<file path="config.mk">
export PLATFORM = sky130hd
export DESIGN_NAME = rr_grant_sched_8
export DESIGN_NICKNAME = d
export VERILOG_FILES = /design/src/rtl/rr_grant_sched_8.sv
export SDC_FILE = /design/constraint.sdc
export NUM_CORES = 1
export LEC_CHECK = 0
export BUFFER_PORTS_ARGS = -buffer_cell sky130_fd_sc_hd__buf_2
export CAP_MARGIN = 40
export CORE_MARGIN = 1.5
export CORE_UTILIZATION = 40
export DETAILED_ROUTE_END_ITERATION = 10
export PLACE_DENSITY_LB_ADDON = 0.3
export SLEW_MARGIN = 10
export SYNTH_ARGS = -nofsm -noshare
export SYNTH_HDL_FRONTEND = slang
export SYNTH_SLANG_ARGS = --single-unit
</file>
<file path="constraint.sdc">
create_clock -name clk -period 4.4 [get_ports clk]
set_input_delay 0.44 -clock clk [delete_from_list [all_inputs] [get_ports clk]]
set_output_delay 0.44 -clock clk [all_outputs]
set_load 0.01 [all_outputs]
</file>
<file path="src/rtl/rr_grant_sched_8.sv">
`default_nettype none
// ============================================================================
// Module   : rr_grant_sched_8
// Purpose  : Eight-requester round-robin scheduler that drives a shared
//            resource with a registered one-hot select. A grant is held
//            until its requester releases it or until the hold limit runs
//            out. Each grant is followed by one dead (all-zero) cycle, and
//            priority then moves to the index after the last winner.
// Ports    : clk           - rising-edge clock
//            rst           - synchronous, active-high reset
//            req[7:0]      - level-sensitive request vector
//            enable        - allows new grants (does not revoke an active one)
//            grant[7:0]    - registered one-hot grant, zero when idle
//            grant_id[2:0] - index of the current or most recent grant
//            grant_valid   - high while grant is non-zero
//            timeout_pulse - one-cycle pulse when the hold limit revokes a grant
// Revision : 1.0 - initial release
// ============================================================================
module rr_grant_sched_8 #(
  parameter int MAX_HOLD = 16,  // max consecutive grant cycles, 0 = unlimited
  parameter int CNT_W    = 8    // hold counter width, 2**CNT_W > MAX_HOLD
) (
  input  logic       clk,
  input  logic       rst,
  input  logic [7:0] req,
  input  logic       enable,
  output logic [7:0] grant,
  output logic [2:0] grant_id,
  output logic       grant_valid,
  output logic       timeout_pulse
);

  localparam logic [0:0] IDLE  = 1'b0;
  localparam logic [0:0] GRANT = 1'b1;

  localparam bit             LIMITED   = (MAX_HOLD != 0);
  // Counter value seen during the final permitted grant cycle.
  localparam logic [CNT_W-1:0] HOLD_LAST = CNT_W'(MAX_HOLD - 1);

  logic [0:0]       r_state;
  logic [2:0]       r_last;
  logic [CNT_W-1:0] r_hold_cnt;

  logic       w_pick_found;
  logic [2:0] w_pick_id;
  logic [2:0] w_scan_idx;
  logic       w_hold_expired;

  // Rotating scan: last+1 has top priority and last itself the lowest.
  // The loop runs from the lowest priority offset down to the highest so the
  // nearest set bit after the pointer is the one that sticks.
  always_comb begin
    w_pick_found = 1'b0;
    w_pick_id    = r_last;
    w_scan_idx   = r_last;
    for (int k = 8; k >= 1; k--) begin
      w_scan_idx = r_last + 3'(k);
      if (req[w_scan_idx]) begin
        w_pick_found = 1'b1;
        w_pick_id    = w_scan_idx;
      end
    end
  end

  assign w_hold_expired = LIMITED && (r_hold_cnt == HOLD_LAST);

  always_ff @(posedge clk) begin
    if (rst) begin
      r_state       <= IDLE;
      r_last        <= 3'd7;  // makes index 0 the first candidate
      r_hold_cnt    <= '0;
      grant         <= 8'h00;
      grant_id      <= 3'd0;
      grant_valid   <= 1'b0;
      timeout_pulse <= 1'b0;
    end else begin
      timeout_pulse <= 1'b0;
      case (r_state)
        IDLE: begin
          if (enable && w_pick_found) begin
            r_state     <= GRANT;
            grant       <= 8'(1) << w_pick_id;
            grant_id    <= w_pick_id;
            grant_valid <= 1'b1;
            r_last      <= w_pick_id;
            r_hold_cnt  <= '0;
          end
        end
        GRANT: begin
          // Release is checked first so a simultaneous expiry is silent.
          if (!req[grant_id]) begin
            r_state     <= IDLE;
            grant       <= 8'h00;
            grant_valid <= 1'b0;
          end else if (w_hold_expired) begin
            r_state       <= IDLE;
            grant         <= 8'h00;
            grant_valid   <= 1'b0;
            timeout_pulse <= 1'b1;
          end else if (LIMITED) begin
            // Unlimited mode leaves the counter parked at zero.
            r_hold_cnt <= r_hold_cnt + 1'b1;
          end
        end
        default: begin
          r_state     <= IDLE;
          grant       <= 8'h00;
          grant_valid <= 1'b0;
        end
      endcase
    end
  end

endmodule
`default_nettype wire

</file>
==> results.cfg <==
[yosys]
ys_ff_latch = 25
yosysWarnings = 0
ys_seq_area_share_pct = 23.88
netlist_area_um2 = 2096
avgSynthCellArea_um2 = 9.232
synth_nets = 241
syn-instance-count = 227
synth-main-ff-cell = dfxtp_1
synth_edf_count = 0
ys_async_sr_fraction_pct = 0
synth_cell_types = 51

[layout]
seq_area_um2 = 500.5
postLayoutCoreUtil_pct = 44.90
area_growth_pct = 8.717
final_nets = 255
antennaDiodeCount = 0
multi_input_area_um2 = 1474
drive_above_1_share_pct = 23.75
nFillCells = 497
final_area_um2 = 2278

[clock_tree]
cts_tree = done
clockBufferDepth = 2
htreeDepth = 1
cts_sinks = 25
postCtsSetupRepairBufs = 0
root_buffer = clkbuf_8
insertion_delay_ns = 0.26
cts_buffers = 3
holdBufCountCts = 0
post_cts_resized = 0
clkSlewWorstSetupHoldPaths_ns = 0.09

[sta]
setup_tns_ns = 0
rsz0062_at_grt = no
fin_crit_sh_pct = 78.06
hold_viol = 0
post-route-min-period_ns = 3.435
skew_ns = 0.007108
fmax_ghz = 0.2912
max_slew_margin_pct = 46.63
tightest_slew_ns = 0.7994
setup_viol = 0
drv_slew = 0

[floorplan]
io_pins = 24
die_w_um = 75.39
fp-row-count = 26
die_h_um = 75.39
core-area_um2 = 5075
start_util_pct = 41.30
dieArea_um2 = 5683

[placed_design]
post_dp_cell_area_um2 = 2233
dp_hpwl_mm = 3.603
gp_congestion = 0.8797
port_buffers = 23

[hold_path]
hold_class = in -> reg

[worst_setup_path]
worstSetupEndpointType = flip-flop
critPathLaunchType = flip-flop
path_class = reg -> reg
crit_fanout = 17
worstPathArrival_ns = 3.61
critPathRequiredTime_ns = 4.58

[global_route]
overflow = 0
gr-usage-all-layers_pct = 18.68
antenna_found_initial = 0
grt_max_degree = 25
grt_pass1_wl_mm = 8.273
grt_pass1_vias = 1677

[detailed_routing]
postRouteAntennaNets = 0
num_vias = 1822
drc_errors = 0
drt_iter0_drc = 102
wl_per_cell_um = 15.70
avgViaCountPerCell = 5.877
drtPass1Iterations = 4
wl_mm = 4.866

[run]
maxCapViolCount = 0

[power_and_ir_drop]
ir_worst_vdd_mv = 0.3633
powerDensity_nw_per_um2 = 716.3
p_total_mw = 1.632
p_leak_nw = 0.8740

[run_status]
status = finished clean
==> where the power goes <==
group	internal (mW)	switching [mW]	total (mW)
Clock	0.0646	0.0685	0.133
Combinational	0.508	0.664	1.17
Sequential	0.275	0.0523	0.327
Total	0.847	0.785	1.63
==> through the flow <==
step / std cells / worst slack (ns) / hold slack, ns
floorplan: 227 / 1.150 / 0.4467
global placement: 306 / 1.061 / 0.4601
detailed placement: 306 / 0.9827 / 0.4587
CTS: 310 / 0.9660 / 0.4533
global route: 310 / 0.6999 / 0.4707
finish: 310 / 0.9654 / 0.4614
==> sequential cells by signal (all words and copies together) (netlist names) <==
register / count
grant: 8
r_hold_cnt: 8
grant_id: 3
r_last: 3
grant_valid: 1
r_state: 1
timeout_pulse: 1
==> path summary, 6_finish.rpt <==
kind / from / endpoint / slack, ns / cells past startpoint
setup / recovery: r_last[1] / grant[3] / 0.97 / 9
hold reg to reg: grant[6] / grant[6] / 0.47 / 2
hold / removal: rst / r_hold_cnt[1] / 0.46 / 2
setup reg to reg: r_last[1] / grant[3] / 0.97 / 9
==> final cells by class <==
cell class                      instances  area share [%]
Sequential cell                        25           21.97
Tap cell                               70           3.844
Inverter                                9           1.483
Multi-Input combinational cell        176           64.69
Timing Repair Buffer                   26           6.041
Clock buffer                            4           1.977
==> per-layer routing <==
layer | GRT usage, % | up-vias | routed length [µm]
met2 | 29.92 | 56 | 2308
met4 | 6.349 | 0 | 71
met3 | 2.249 | 8 | 249
li1 | - | 907 | -
met5 | 0 | - | 0
met1 | 26.17 | 851 | 2236
==> placed cells by master (no fill, tap or decap), types with 3 or more instances in the layout <==
cell type	count
inv_1	8
buf_2	23
mux4_2	15
o31ai_1	14
ha_1	3
nand2_1	13
xor2_1	4
clkbuf_8	3
nand3_1	13
mux2_2	6
a22oi_1	3
xnor2_1	5
mux2i_1	13
o211ai_1	4
dfxtp_1	25
buf_4	3
nor3_1	3
or4_1	4
o21ai_0	7
a211oi_1	4
a21oi_1	12
a22o_1	3
nor2_1	18
==> worst max-delay path, cell delays in order, from the launching register on <==
cell and delay [ns]:
dfxtp_1 0.32, buf_4 0.22, inv_1 0.16, ha_1 0.72, mux4_2 0.67, mux2_2 0.30
and3_1 0.18, o31ai_1 0.33, o31ai_2 0.20, o31ai_1 0.25
==> kinds of logic (layout without fill, tap and decap cells) <==
group                      after synthesis  count (layout)  synth area share, %
DFF                                     25              25                23.88
muxes                                   38              38                28.06
and+or+nand+nor                         64              64                14.93
AOI/OAI and AO/OA                       61              61                21.02
xor gates and xnor gates                10              10                4.537
adders and majority gates                3               3                1.791
buffers and inverters                   26              39                5.791
==> cells in the mapped netlist (5+ instances only) <==
cell type	count	area [µm²]
a21oi_1	12	60.06
inv_1	8	30.03
mux2i_1	13	130.1
clkbuf_1	10	37.54
o31ai_1	14	105.1
mux4_2	15	337.8
nor2_1	18	67.56
dfxtp_1	25	500.5
nand3_1	13	65.06
xnor2_1	5	43.79
nand2_1	13	48.80
mux2_2	6	67.56
o21ai_0	7	35.03
No activity file was read; power rests on OpenSTA's default activity.
